[config.mk]
export PLATFORM = sky130hd
export DESIGN_NAME = vec_collect_flat
export DESIGN_NICKNAME = d
export VERILOG_FILES = /design/src/rtl/vec_collect_if.sv /design/src/rtl/vec_collect.sv /design/src/flat_wrapper.sv
export SDC_FILE = /design/constraint.sdc
export NUM_CORES = 1
export LEC_CHECK = 0
export ABC_CLOCK_PERIOD_IN_PS = 1700
export CAP_MARGIN = 20
export CORE_MARGIN = 2
export CORE_UTILIZATION = 35
export CTS_BUF_LIST = sky130_fd_sc_hd__clkbuf_16
export DETAILED_ROUTE_END_ITERATION = 10
export GPL_ROUTABILITY_DRIVEN = 0
export GPL_TIMING_DRIVEN = 0
export PLACE_DENSITY = 0.61
export SYNTH_ARGS = -nofsm -noshare
export SYNTH_HDL_FRONTEND = slang
export SYNTH_SLANG_ARGS = --single-unit
[constraint.sdc]
create_clock -name clock -period 1.7 [get_ports clock]
set_input_delay 0.255 -clock clock [delete_from_list [all_inputs] [get_ports clock]]
set_output_delay 0.255 -clock clock [all_outputs]
set_load 0.05 [all_outputs]
[src/rtl/vec_collect_if.sv]
// Stream-in / vector-out bundle between an element producer, vec_collect and the min-search stage.
// Latency: none; wires only.
// Backpressure: io_in_ready throttles the producer, io_out_ready holds the assembled vector.
interface vec_collect_if #(
    parameter int W = 8
);
    logic         io_in_valid;
    logic         io_in_ready;
    logic [W-1:0] io_in_bits;
    logic         io_flush;
    logic         io_out_valid;
    logic         io_out_ready;
    logic [W-1:0] io_vec_0;
    logic [W-1:0] io_vec_1;
    logic [W-1:0] io_vec_2;
    logic [W-1:0] io_vec_3;
    logic [W-1:0] io_vec_4;
    logic [W-1:0] io_vec_5;
    logic [W-1:0] io_vec_6;
    logic [W-1:0] io_vec_7;
    logic [W-1:0] io_vec_8;
    logic [W-1:0] io_vec_9;
    logic [W-1:0] io_min_v;
    logic [7:0]   io_min_idx;

    // Producer/consumer side: drives the element stream, flush and the vector accept.
    modport master (
        output io_in_valid, io_in_bits, io_flush, io_out_ready,
        input  io_in_ready, io_out_valid,
        input  io_vec_0, io_vec_1, io_vec_2, io_vec_3, io_vec_4,
        input  io_vec_5, io_vec_6, io_vec_7, io_vec_8, io_vec_9,
        input  io_min_v, io_min_idx
    );

    // Collector side.
    modport slave (
        input  io_in_valid, io_in_bits, io_flush, io_out_ready,
        output io_in_ready, io_out_valid,
        output io_vec_0, io_vec_1, io_vec_2, io_vec_3, io_vec_4,
        output io_vec_5, io_vec_6, io_vec_7, io_vec_8, io_vec_9,
        output io_min_v, io_min_idx
    );
endinterface

[src/rtl/vec_collect.sv]
// Serial-to-parallel loader: gathers 10 stream elements into a registered vector for the min search.
// Latency: out_valid is seen the cycle after the 10th accept; one vector per 11 cycles at full rate.
// Backpressure: in_ready=0 while a vector is held; the vector stays frozen until out_ready (no bypass).
// Optional build macro VEC_COLLECT_RUNNING_MIN_EN adds a running min value/index tracker.
module vec_collect #(
    parameter int N = 10,
    parameter int W = 8
) (
    input  logic          clock,
    input  logic          reset,
    vec_collect_if.slave  bus
);
    typedef enum logic {
        FILL = 1'b0,
        FULL = 1'b1
    } state_t;

    localparam logic [3:0] LAST_IDX = 4'(N - 1);

    state_t       state_q;
    state_t       state_d;
    logic [3:0]   cnt_q;
    logic [3:0]   cnt_d;
    logic         wr_en;
    logic [W-1:0] vec_q [N];

    // Handshake outputs come from the state alone, never from the partner's valid/ready.
    assign bus.io_in_ready  = (state_q == FILL);
    assign bus.io_out_valid = (state_q == FULL);

    // State register and fill counter.
    always_ff @(posedge clock) begin
        if (reset) begin
            state_q <= FILL;
            cnt_q   <= 4'd0;
        end else begin
            state_q <= state_d;
            cnt_q   <= cnt_d;
        end
    end

    // Next state, next count and element write enable; flush overrides accept and drain.
    always_comb begin
        state_d = state_q;
        cnt_d   = cnt_q;
        wr_en   = 1'b0;
        case (state_q)
            FILL: begin
                if (bus.io_in_valid) begin
                    wr_en = 1'b1;
                    if (cnt_q == LAST_IDX) begin
                        cnt_d   = 4'd0;
                        state_d = FULL;
                    end else begin
                        cnt_d = cnt_q + 4'd1;
                    end
                end
            end
            FULL: begin
                if (bus.io_out_ready) begin
                    state_d = FILL;
                    cnt_d   = 4'd0;
                end
            end
            default: begin
                state_d = FILL;
                cnt_d   = 4'd0;
            end
        endcase
        if (bus.io_flush) begin
            state_d = FILL;
            cnt_d   = 4'd0;
            wr_en   = 1'b0;
        end
    end

    // Element store: write slot cnt on an accepted element; contents survive flush.
    always_ff @(posedge clock) begin
        if (reset) begin
            for (int k = 0; k < N; k++) begin
                vec_q[k] <= '0;
            end
        end else if (wr_en) begin
            for (int k = 0; k < N; k++) begin
                if (cnt_q == 4'(k)) begin
                    vec_q[k] <= bus.io_in_bits;
                end
            end
        end
    end

    assign bus.io_vec_0 = vec_q[0];
    assign bus.io_vec_1 = vec_q[1];
    assign bus.io_vec_2 = vec_q[2];
    assign bus.io_vec_3 = vec_q[3];
    assign bus.io_vec_4 = vec_q[4];
    assign bus.io_vec_5 = vec_q[5];
    assign bus.io_vec_6 = vec_q[6];
    assign bus.io_vec_7 = vec_q[7];
    assign bus.io_vec_8 = vec_q[8];
    assign bus.io_vec_9 = vec_q[9];

`ifdef VEC_COLLECT_RUNNING_MIN_EN
    logic [W-1:0] min_v_q;
    logic [3:0]   min_idx_q;

    // Running minimum; first element seeds it, strict compare keeps the earliest index on ties.
    always_ff @(posedge clock) begin
        if (reset || bus.io_flush) begin
            min_v_q   <= '0;
            min_idx_q <= 4'd0;
        end else if (wr_en) begin
            if ((cnt_q == 4'd0) || (bus.io_in_bits < min_v_q)) begin
                min_v_q   <= bus.io_in_bits;
                min_idx_q <= cnt_q;
            end
        end
    end

    assign bus.io_min_v   = min_v_q;
    assign bus.io_min_idx = {4'd0, min_idx_q};
`else
    assign bus.io_min_v   = '0;
    assign bus.io_min_idx = 8'd0;
`endif

endmodule

[src/flat_wrapper.sv]
// flat-port wrapper written by rule: the top's interface ports become plain ports
module vec_collect_flat 
#(
    parameter int N = 10,
    parameter int W = 8
)
  (clock, reset, bus_io_in_valid, bus_io_in_bits, bus_io_flush, bus_io_out_ready, bus_io_in_ready, bus_io_out_valid, bus_io_vec_0, bus_io_vec_1, bus_io_vec_2, bus_io_vec_3, bus_io_vec_4, bus_io_vec_5, bus_io_vec_6, bus_io_vec_7, bus_io_vec_8, bus_io_vec_9, bus_io_min_v, bus_io_min_idx);
  vec_collect_if #(.W(W)) bus_i ();
  input  logic clock;
  input  logic reset;
  input wire logic [$bits(bus_i.io_in_valid)-1:0] bus_io_in_valid;
  input wire logic [$bits(bus_i.io_in_bits)-1:0] bus_io_in_bits;
  input wire logic [$bits(bus_i.io_flush)-1:0] bus_io_flush;
  input wire logic [$bits(bus_i.io_out_ready)-1:0] bus_io_out_ready;
  output wire logic [$bits(bus_i.io_in_ready)-1:0] bus_io_in_ready;
  output wire logic [$bits(bus_i.io_out_valid)-1:0] bus_io_out_valid;
  output wire logic [$bits(bus_i.io_vec_0)-1:0] bus_io_vec_0;
  output wire logic [$bits(bus_i.io_vec_1)-1:0] bus_io_vec_1;
  output wire logic [$bits(bus_i.io_vec_2)-1:0] bus_io_vec_2;
  output wire logic [$bits(bus_i.io_vec_3)-1:0] bus_io_vec_3;
  output wire logic [$bits(bus_i.io_vec_4)-1:0] bus_io_vec_4;
  output wire logic [$bits(bus_i.io_vec_5)-1:0] bus_io_vec_5;
  output wire logic [$bits(bus_i.io_vec_6)-1:0] bus_io_vec_6;
  output wire logic [$bits(bus_i.io_vec_7)-1:0] bus_io_vec_7;
  output wire logic [$bits(bus_i.io_vec_8)-1:0] bus_io_vec_8;
  output wire logic [$bits(bus_i.io_vec_9)-1:0] bus_io_vec_9;
  output wire logic [$bits(bus_i.io_min_v)-1:0] bus_io_min_v;
  output wire logic [$bits(bus_i.io_min_idx)-1:0] bus_io_min_idx;
  assign bus_i.io_in_valid = bus_io_in_valid;
  assign bus_i.io_in_bits = bus_io_in_bits;
  assign bus_i.io_flush = bus_io_flush;
  assign bus_i.io_out_ready = bus_io_out_ready;
  assign bus_io_in_ready = bus_i.io_in_ready;
  assign bus_io_out_valid = bus_i.io_out_valid;
  assign bus_io_vec_0 = bus_i.io_vec_0;
  assign bus_io_vec_1 = bus_i.io_vec_1;
  assign bus_io_vec_2 = bus_i.io_vec_2;
  assign bus_io_vec_3 = bus_i.io_vec_3;
  assign bus_io_vec_4 = bus_i.io_vec_4;
  assign bus_io_vec_5 = bus_i.io_vec_5;
  assign bus_io_vec_6 = bus_i.io_vec_6;
  assign bus_io_vec_7 = bus_i.io_vec_7;
  assign bus_io_vec_8 = bus_i.io_vec_8;
  assign bus_io_vec_9 = bus_i.io_vec_9;
  assign bus_io_min_v = bus_i.io_min_v;
  assign bus_io_min_idx = bus_i.io_min_idx;
  vec_collect #(.N(N), .W(W)) u_core (.clock(clock), .reset(reset), .bus(bus_i));
endmodule
==> parameters.txt, run 1 <==
Parameter                              Value

Run status
  Run status ... finished, violations left
  Failing checks ... negative setup slack

Global routing
  Initial antenna violation count ... 0
  Wire length of the first global-routing pass ... 11.8 mm
  Number of global-route vias before repair ... 2144
  Residual overflow from global routing ... 0
  All-layer global routing usage ... 14.4%
  Pin count of the biggest net entering global routing ... 15

Clocking
  Number of clock sinks seen by CTS ... 85
  Hold_buf cts ... 0
  Cell at the root of the clock tree ... sky130_fd_sc_hd__clkbuf_16
  Deepest level of the CTS H-tree ... 3
  CTS clock-pin slew for the worst setup and hold paths ... 0.06 ns
  Worst-Skew Late Latency ... 0.34 ns
  Clock tree from TritonCTS ... yes
  CTS Buffer Depth ... 2
  Number of buffers inserted during clock tree synthesis ... 9

STA
  Final setup violation count ... 40
  Slew margin rel. ... 64.5%
  Clock skew after layout ... 0.00922 ns
  Min cycle time layout ... 1.77 ns
  Measured slew at the worst slew-check pin ... 0.534 ns
  Final Hold Fails ... 0
  Worst path setup slack after routing ... -0.0692 ns
  FMAX ... 0.565 GHz
  Number of slew-limit violations in the final report ... 0
  Fin crit share ... 104%
  Setup repair after global routing missed its margin ... yes

Drt
  Via total after detailed routing ... 2328
  Drt drc ... 0
  Via density per instance ... 4.43
  Drt first pass iters ... 4
  Total Wirelength ... 7.79 mm
  Drt wl/cell ... 14.8 microns
  Number of design-rule violations left by the first detailed-router iteration ... 111
  Routed Antenna Nets ... 0

Yosys
  Ranking of synthesized cells by area ... sky130_fd_sc_hd__edfxtp_1 67%, sky130_fd_sc_hd__and2_1 9.7%, sky130_fd_sc_hd__buf_4 3.3%
  Most common cell in the synthesized netlist ... sky130_fd_sc_hd__edfxtp_1
  Sequential fraction of the synthesis area ... 69.3%
  Synth warnings ... 0
  Distinct cells, synth ... 34
  Most instantiated flip-flop cell in the synthesis netlist ... sky130_fd_sc_hd__edfxtp_1
  Leading cell types by count after synthesis ... 80 x sky130_fd_sc_hd__edfxtp_1, 56 x sky130_fd_sc_hd__and2_1, 30 x sky130_fd_sc_hd__nor2_1, 16 x sky130_fd_sc_hd__buf_4, 15 x sky130_fd_sc_hd__nand2b_1
  Share of the synthesized area in the top cell type ... 66.5%
  Synth async-reset ratio ... 0%
  Total of flip-flops plus latches after synthesis ... 85
  Cells after synthesis ... 255
  Number of enable flip-flop cells after synthesis ... 80
  Mean post-synth cell area ... 14.2 sq um
  Post-synthesis cell type with the largest combined area ... sky130_fd_sc_hd__edfxtp_1
  Post-synthesis cell area ... 0.00361 sq mm

Layout
  Number of filler cells placed in the layout ... 911
  Fraction of layout cells with a size suffix above 1 ... 19.5%
  Diodes inserted ... 0
  Final-stage net count ... 398
  Synth-to-Final Area Change ... 44.9%
  Post-route standard cell area excluding fillers ... 0.00523 sq mm
  Post-Layout Cell Count ... 526

Die
  Core Footprint ... 0.0102 sq mm
  Top-level port count ... 111
  # rows ... 37
  Initial cell density of the core ... 35.5%
  Die span in x ... 106 microns
  Die Height ... 106 microns
  Die area ... 0.0111 sq mm

Critical path
  Count of cells along the worst register-to-register path ... 6
  Worst flop-to-flop path endpoint ... u_core.vec_q[0][30]
  Startpoint of the worst register-to-register path ... u_core.bus.io_out_valid
  Worst-path fanout max ... 8
  Crit path required time ... 1.90 ns
  CP startpoint ... u_core.bus.io_out_valid
  Endpoint of the most critical setup path ... u_core.vec_q[0][30]
  Kind of end point of the critical path ... flip-flop
  Worst Setup Path Type ... reg -> reg
  Flop-to-flop setup slack ... -0.07 ns
  Arrival time at the worst endpoint ... 1.97 ns
  Startpoint types ... flip-flop

Power and ir drop
  P per Cell Area ... 974 mW/mm^2
  Leakage component of the power ... 2.20 nW
  Power Total ... 5.10 mW
  Worst supply voltage drop on vdd ... 401 uV

Job
  Total of max-cap violations ... 0

Placed design
  IO Port Bufs ... 94
  Final HPWL from detailed placement ... 5.43 mm
  Post-place setup slack ... -0.639 ns
  Area after DPL ... 0.00481 sq mm
  Placed insts ... 500

Min path
  Worst min path class ... in -> reg
cells in the final DEF, fill, tap and decap left out, drive strengths merged, types with 7 or more instances in the layout:
cell	instances
and2	56
conb	16
edfxtp	80
dlygate4sd2	84
nor2	30
o21bai	7
clkdlybuf4s50	9
nand2b	15
clkbuf	14
buf	29
where the power goes:
part           total (mW)  internal (mW)  switching (mW)
combinational       0.670          0.170           0.500
clock                2.05           1.28           0.771
sequential           2.38           2.36          0.0216
state kept, by name, summed over array words and instances, names as in the netlist:
register                 cells
u_core.bus.io_out_valid      1
u_core.cnt_q                 4
u_core.vec_q                80
layer usage:
metal | vias up | GRT usage [%] | wire length (microns)
li1 | 1124 | - | -
met1 | 1109 | 18.7 | 3470
met2 | 84 | 22.5 | 3710
met3 | 11 | 4.89 | 513
met4 | 0 | 5.08 | 106
met5 | - | 0 | 0
critical path, stage by stage (launching register included):
cell	delay (ns)
sky130_fd_sc_hd__dfxtp_4	0.36
sky130_fd_sc_hd__or4b_4	0.55
sky130_fd_sc_hd__buf_12	0.16
sky130_fd_sc_hd__buf_4	0.13
sky130_fd_sc_hd__nor4_4	0.11
sky130_fd_sc_hd__buf_4	0.18
sky130_fd_sc_hd__and2_1	0.13
per-stage QoR:
step	hold WS [ns]	utilization, %	setup TNS [ns]
floorplan	0.334	-	-0.726
global placement	0.705	47.3	-61.23
detailed placement	0.707	47.3	-68.87
CTS	0.373	50.7	-1.14
global route	0.406	51.4	-4.19
finish	0.388	51.4	-1.77
layout make-up:
class | count | area (sq um) | area share, %
clock buffers | 9 | 225 | 4.30
flip-flops and latches | 85 | 2510 | 47.9
repair buffers | 105 | 943 | 18.0
clock inverters | 7 | 91.3 | 1.75
multi-input cells | 160 | 1120 | 21.5
plain buffers | 23 | 170 | 3.25
well taps | 136 | 170 | 3.25
inverters | 1 | 3.75 | 0.0717
timing repair:
| action | CTS | global route |
|---|---|---|
| setup endpoints to repair | 215 | 81 |
| pin swaps | 6 | 5 |
| hold endpoints to repair | 0 | 0 |
| setup buffers | 7 | 4 |
| resized for setup | 104 | 11 |
worst min-delay path by stage:
| stage | start | to | cells after the start |
|---|---|---|---|
| floorplan | bus_io_flush | u_core.cnt_q[2] | 1 |
| global placement | u_core.bus.io_out_valid | u_core.cnt_q[0] | 4 |
| detailed placement | u_core.bus.io_out_valid | u_core.cnt_q[0] | 4 |
| CTS | bus_io_flush | u_core.cnt_q[2] | 2 |
| global route | bus_io_flush | u_core.cnt_q[2] | 2 |
| finish | bus_io_flush | u_core.cnt_q[2] | 2 |
logic make-up (layout without fill, tap and decap cells):
family	Yosys count	after routing	share of synthesized area [%]
other cells	1	16	0.104
xor+xnor	1	1	0.243
compound gates	14	14	2.70
simple gates	129	129	22.9
flops	85	85	69.3
buf+inv	25	145	4.75
(Power assumes the default switching activity.)
==> inputs of run 2 (changes only) <==
--- a/config.mk
+++ b/config.mk
@@ -13,7 +13,7 @@
 export DETAILED_ROUTE_END_ITERATION = 10
 export GPL_ROUTABILITY_DRIVEN = 0
 export GPL_TIMING_DRIVEN = 0
-export PLACE_DENSITY = 0.61
+export PLACE_DENSITY_LB_ADDON = 0.08
 export SYNTH_ARGS = -nofsm -noshare
 export SYNTH_HDL_FRONTEND = slang
 export SYNTH_SLANG_ARGS = --single-unit
==> parameters.txt, run 2 (same netlist as run 1, synthesis figures left out) <==
Parameter                              Value

Drt
  Drt wl/cell ... 14.7 microns
  Total Wirelength ... 7.69 mm
  Routed Antenna Nets ... 0
  Number of design-rule violations left by the first detailed-router iteration ... 85
  Drt first pass iters ... 4
  Drt drc ... 0
  Via density per instance ... 4.38
  Via total after detailed routing ... 2290

Power and ir drop
  Worst supply voltage drop on vdd ... 525 uV
  P per Cell Area ... 991 mW/mm^2
  Power Total ... 5.13 mW
  Leakage component of the power ... 2.17 nW

Layout
  Largest register by flop count ... u_core.vec_q
  Post-Layout Cell Count ... 523
  Final-stage net count ... 395
  Sequential standard cell area ... 0.00251 sq mm
  Highest-count cells in the layout ignoring fill and taps ... 84 x sky130_fd_sc_hd__dlygate4sd2_1, 80 x sky130_fd_sc_hd__edfxtp_1, 55 x sky130_fd_sc_hd__and2_1
  Leading cell type in the layout, fill and taps excluded ... sky130_fd_sc_hd__dlygate4sd2_1
  Largest register FFs ... 80
  Synth-to-Final Area Change ... 43.5%
  Diodes inserted ... 0
  Number of filler cells placed in the layout ... 952
  Fraction of layout cells with a size suffix above 1 ... 18.3%
  Area taken by multi-input logic gates ... 0.00111 sq mm

Critical path
  Worst-path fanout max ... 8
  Kind of end point of the critical path ... flip-flop
  Crit path largest cell delay ... 0.50 ns
  Worst Setup Path Type ... reg -> reg
  Cell-by-cell listing of the critical path ... or4b_4 -> buf_12 -> nor4_4 -> and2_1
  Crit path required time ... 1.90 ns
  Worst-path cell with the longest stage delay ... sky130_fd_sc_hd__or4b_4
  Startpoint types ... flip-flop
  Arrival time at the worst endpoint ... 1.82 ns

STA
  Fin crit share ... 95.8%
  Worst Hold Margin ... 0.412 ns
  Clock skew after layout ... 0.00419 ns
  Final setup violation count ... 0
  Setup repair after global routing missed its margin ... yes
  Min cycle time layout ... 1.63 ns
  Fin Setup TNS ... 0 ns
  Slew margin rel. ... 65.5%
  FMAX ... 0.614 GHz
  Measured slew at the worst slew-check pin ... 0.520 ns
  Number of slew-limit violations in the final report ... 0
  Final Hold Fails ... 0
  Worst path setup slack after routing ... 0.0714 ns

Placed design
  IO Port Bufs ... 94
  Placed insts ... 500
  Post-place setup slack ... -0.646 ns
  Final HPWL from detailed placement ... 5.20 mm

Clocking
  Hold_buf cts ... 0
  CTS Buffer Depth ... 2
  Clock tree from TritonCTS ... yes
  CTS clock-pin slew for the worst setup and hold paths ... 0.06 ns
  Cell at the root of the clock tree ... sky130_fd_sc_hd__clkbuf_16
  Worst-Skew Late Latency ... 0.33 ns
  Deepest level of the CTS H-tree ... 3
  Number of buffers inserted during clock tree synthesis ... 9
  Number of clock sinks seen by CTS ... 85

Min path
  Worst min path class ... in -> reg

Job
  Total of max-cap violations ... 0

Global routing
  Initial antenna violation count ... 0
  Residual overflow from global routing ... 0
  Pin count of the biggest net entering global routing ... 16
  Number of global-route vias before repair ... 2201
  Wire length of the first global-routing pass ... 12.1 mm
  All-layer global routing usage ... 14.6%

Die
  Initial cell density of the core ... 35.5%
  Core Footprint ... 0.0102 sq mm
  Die span in x ... 106 microns
  Top-level port count ... 111
  Die area ... 0.0111 sq mm
  # rows ... 37
  Die Height ... 106 microns

Run status
  Run status ... finished clean
==> run 2: changes by cell type in the layout (fill, tap and decap cells not counted), sizes merged <==
| cell | change |
|---|---|
| clkinvlp | -1 |
| inv | -2 |
| buf | -4 |
| clkbuf | +1 |
| clkinv | +3 |
==> run 2: area by class of cell <==
class	instances	area share, %
Buffer	23	3.31
Clock buffer	9	4.35
Clock inverter	7	1.88
Inverter	1	0.0725
Multi-Input combinational cell	160	21.4
Sequential cell	85	48.4
Tap cell	136	3.29
Timing Repair Buffer	102	17.3
==> run 2: timing repair <==
action	in CTS	in global routing
setup buffers	8	0
hold endpoints to repair	0	0
pin swaps	4	6
gates resized for setup	98	12
endpoints found under the setup margin	218	127
==> run 2: final timing paths <==
check                                from             endpoint  slack (ns)  depth (start not counted)
hold reg to reg           u_core.cnt_q[1]      u_core.cnt_q[1]        0.74                          3
setup / recovery  u_core.bus.io_out_valid  u_core.vec_q[0][18]        0.07                          4
setup reg to reg  u_core.bus.io_out_valid  u_core.vec_q[0][18]        0.07                          4
hold / removal               bus_io_flush      u_core.cnt_q[2]        0.41                          2
==> run 2: per-layer routing <==
layer	vias up	GRT usage, %	share of wire [%]
li1	1117	-	-
met1	1083	18.8	44
met2	79	23.2	48
met3	11	4.64	6.3
met4	0	5.26	2.0
met5	-	0	0
==> run 2: metrics by stage <==
stage          instance area, sq um  util (%)
3_5_place_dp                   4810      47.3
2_1_floorplan                  3700         -
5_1_grt                        5180      50.9
4_1_cts                        5150      50.6
6_report                       5180      50.9
3_3_place_gp                   4810      47.3
==> run 2: worst max-delay path: cells and delay by family (launching register included) <==
kind          cells  cell delay [ns]
simple gates      3             0.95
flops             1             0.37
buf+inv           1             0.17
==> run 2: power breakdown <==
group | internal (mW) | switching [mW]
logic | 0.163 | 0.500
registers | 2.36 | 0.0190
clock network | 1.29 | 0.804
==> inputs of run 3 (changes only) <==
--- a/config.mk
+++ b/config.mk
@@ -7,6 +7,7 @@
 export LEC_CHECK = 0
 export ABC_CLOCK_PERIOD_IN_PS = 1700
 export CAP_MARGIN = 20
+export CORE_ASPECT_RATIO = 0.75
 export CORE_MARGIN = 2
 export CORE_UTILIZATION = 35
 export CTS_BUF_LIST = sky130_fd_sc_hd__clkbuf_16
@@ -14,6 +15,8 @@
 export GPL_ROUTABILITY_DRIVEN = 0
 export GPL_TIMING_DRIVEN = 0
 export PLACE_DENSITY_LB_ADDON = 0.08
+export RECOVER_POWER = 25
+export SKIP_CTS_REPAIR_TIMING = 1
 export SYNTH_ARGS = -nofsm -noshare
 export SYNTH_HDL_FRONTEND = slang
 export SYNTH_SLANG_ARGS = --single-unit
==> parameters.txt, run 3 (same netlist as run 1, synthesis figures left out) <==
Parameter                              Value

Die
  Core Footprint ... 0.0102 sq mm
  Die span in x ... 121 microns
  Die area ... 0.0112 sq mm
  Initial cell density of the core ... 35.5%
  # rows ... 32
  Top-level port count ... 111
  Die Height ... 92.0 microns

STA
  Fin Setup TNS ... -1.68 ns
  FMAX ... 0.546 GHz
  Measured slew at the worst slew-check pin ... 0.624 ns
  Number of slew-limit violations in the final report ... 0
  Fin crit share ... 108%
  Setup repair after global routing missed its margin ... yes
  Worst path setup slack after routing ... -0.131 ns
  Final setup violation count ... 27
  Min cycle time layout ... 1.83 ns
  Slew margin rel. ... 58.6%
  Final Hold Fails ... 0
  Clock skew after layout ... 0.00805 ns

Drt
  Drt first pass iters ... 5
  Via total after detailed routing ... 2318
  Drt drc ... 0
  Drt wl/cell ... 16.2 microns
  Number of design-rule violations left by the first detailed-router iteration ... 161
  Via density per instance ... 4.37
  Routed Antenna Nets ... 0
  Total Wirelength ... 8.58 mm

Layout
  Fraction of layout cells with a size suffix above 1 ... 19.8%
  Synth-to-Final Area Change ... 46.1%
  Diodes inserted ... 0
  Area taken by multi-input logic gates ... 0.00113 sq mm
  Sequential standard cell area ... 0.00251 sq mm
  Largest register by flop count ... u_core.vec_q
  Highest-count cells in the layout ignoring fill and taps ... 80 x sky130_fd_sc_hd__edfxtp_1, 52 x sky130_fd_sc_hd__dlymetal6s2s_1, 51 x sky130_fd_sc_hd__and2_1
  Largest register FFs ... 80
  Final-stage net count ... 402
  Leading cell type in the layout, fill and taps excluded ... sky130_fd_sc_hd__edfxtp_1
  Number of filler cells placed in the layout ... 919
  Final core area utilization ... 51.9%

Run status
  Failing checks ... negative setup slack
  Run status ... finished, violations left

Power and ir drop
  Logic gate share of total power ... 13.8%
  Share of total power in sequential cells ... 47.5%
  P per Cell Area ... 948 mW/mm^2
  Internal Pwr Total ... 3.68 mW
  Leakage component of the power ... 2.55 nW
  Net switching power figure ... 1.32 mW
  Net switching share of the total power ... 26.4%
  Clock power share ... 38.7%
  Worst supply voltage drop on vdd ... 471 uV

Min path
  Hold Path Sink ... u_core.cnt_q[2]
  Cell depth of the worst min-delay path ... 2
  Worst Min Path Start ... bus_io_flush
  Worst min path class ... in -> reg

Critical path
  Startpoint types ... flip-flop
  Crit path required time ... 1.90 ns
  Worst-path fanout max ... 8
  Worst flop-to-flop path endpoint ... u_core.vec_q[0][14]
  Worst Setup Path Type ... reg -> reg
  CP startpoint ... u_core.bus.io_out_valid
  Startpoint of the worst register-to-register path ... u_core.bus.io_out_valid
  Count of cells along the worst register-to-register path ... 6
  Arrival time at the worst endpoint ... 2.03 ns
  Kind of end point of the critical path ... flip-flop
  Flop-to-flop setup slack ... -0.13 ns

Global routing
  Wire length of the first global-routing pass ... 12.5 mm
  Number of global-route vias before repair ... 2182
  All-layer global routing usage ... 15.2%
  Pin count of the biggest net entering global routing ... 16
  Residual overflow from global routing ... 0
  Initial antenna violation count ... 0

Placed design
  Final HPWL from detailed placement ... 5.69 mm
  IO Port Bufs ... 94

Job
  Total of max-cap violations ... 0

Clocking
  Cell at the root of the clock tree ... sky130_fd_sc_hd__clkbuf_16
  Number of clock sinks seen by CTS ... 85
  CTS Buffer Depth ... 2
  Clock tree from TritonCTS ... yes
  CTS clock-pin slew for the worst setup and hold paths ... 0.07 ns
  Worst-Skew Late Latency ... 0.33 ns
  Number of buffers inserted during clock tree synthesis ... 9
  Deepest level of the CTS H-tree ... 3
==> run 3: per-layer routing <==
layer / GRT usage (%) / vias to the layer above / wire, microns
met5: 0 / - / 0
met3: 4.10 / 5 / 490
met4: 4.31 / 0 / 63
met1: 20.9 / 1101 / 3980
li1: - / 1132 / -
met2: 23.9 / 80 / 4040
==> run 3: area by class of cell <==
| class | instances | area share [%] |
|---|---|---|
| well taps | 136 | 3.23 |
| flip-flops and latches | 85 | 47.5 |
| repair buffers | 108 | 18.6 |
| inverters | 1 | 0.0712 |
| multi-input cells | 160 | 21.4 |
| clock inverters | 7 | 1.40 |
| clock buffers | 9 | 4.27 |
| plain buffers | 24 | 3.44 |
==> run 3: worst max path at each step <==
stage | endpoint | cells past startpoint
6_report | u_core.vec_q[0][14] | 6
5_1_grt | u_core.vec_q[0][12] | 6
4_1_cts | u_core.vec_q[0][58] | 4
3_5_place_dp | u_core.vec_q[0][58] | 4
3_3_place_gp | u_core.vec_q[0][79] | 4
2_1_floorplan | u_core.vec_q[0][10] | 5
==> run 3: through the flow <==
step           setup slack, ns  power, mW  hold slack (ns)  cells  instance area [sq um]
6_report                -0.131       5.00            0.311    530                   5280
4_1_cts                 -0.309       5.06            0.643    516                   5110
3_5_place_dp            -0.656       3.13            0.710    500                   4810
5_1_grt                 -0.189       5.15            0.329    530                   5280
2_1_floorplan          -0.0227       2.89            0.334    270                   3700
3_3_place_gp            -0.657       3.13            0.717    500                   4810
==> run 3: power groups by stage <==
stage          Clock [mW]  Sequential (mW)  Combinational [mW]
6_report             1.94             2.38               0.688
5_1_grt              2.05             2.39               0.717
4_1_cts              1.97             2.38               0.703
3_5_place_dp            0             2.43               0.702
3_3_place_gp            0             2.43               0.700
2_1_floorplan           0             2.69               0.198
==> run 3: worst max-delay path: stages, from the launching register on <==
cell                      delay (ns)
sky130_fd_sc_hd__dfxtp_4        0.34
sky130_fd_sc_hd__buf_6          0.12
sky130_fd_sc_hd__or4b_4         0.50
sky130_fd_sc_hd__buf_12         0.17
sky130_fd_sc_hd__nor4_4         0.24
sky130_fd_sc_hd__buf_4          0.19
sky130_fd_sc_hd__and2_4         0.14
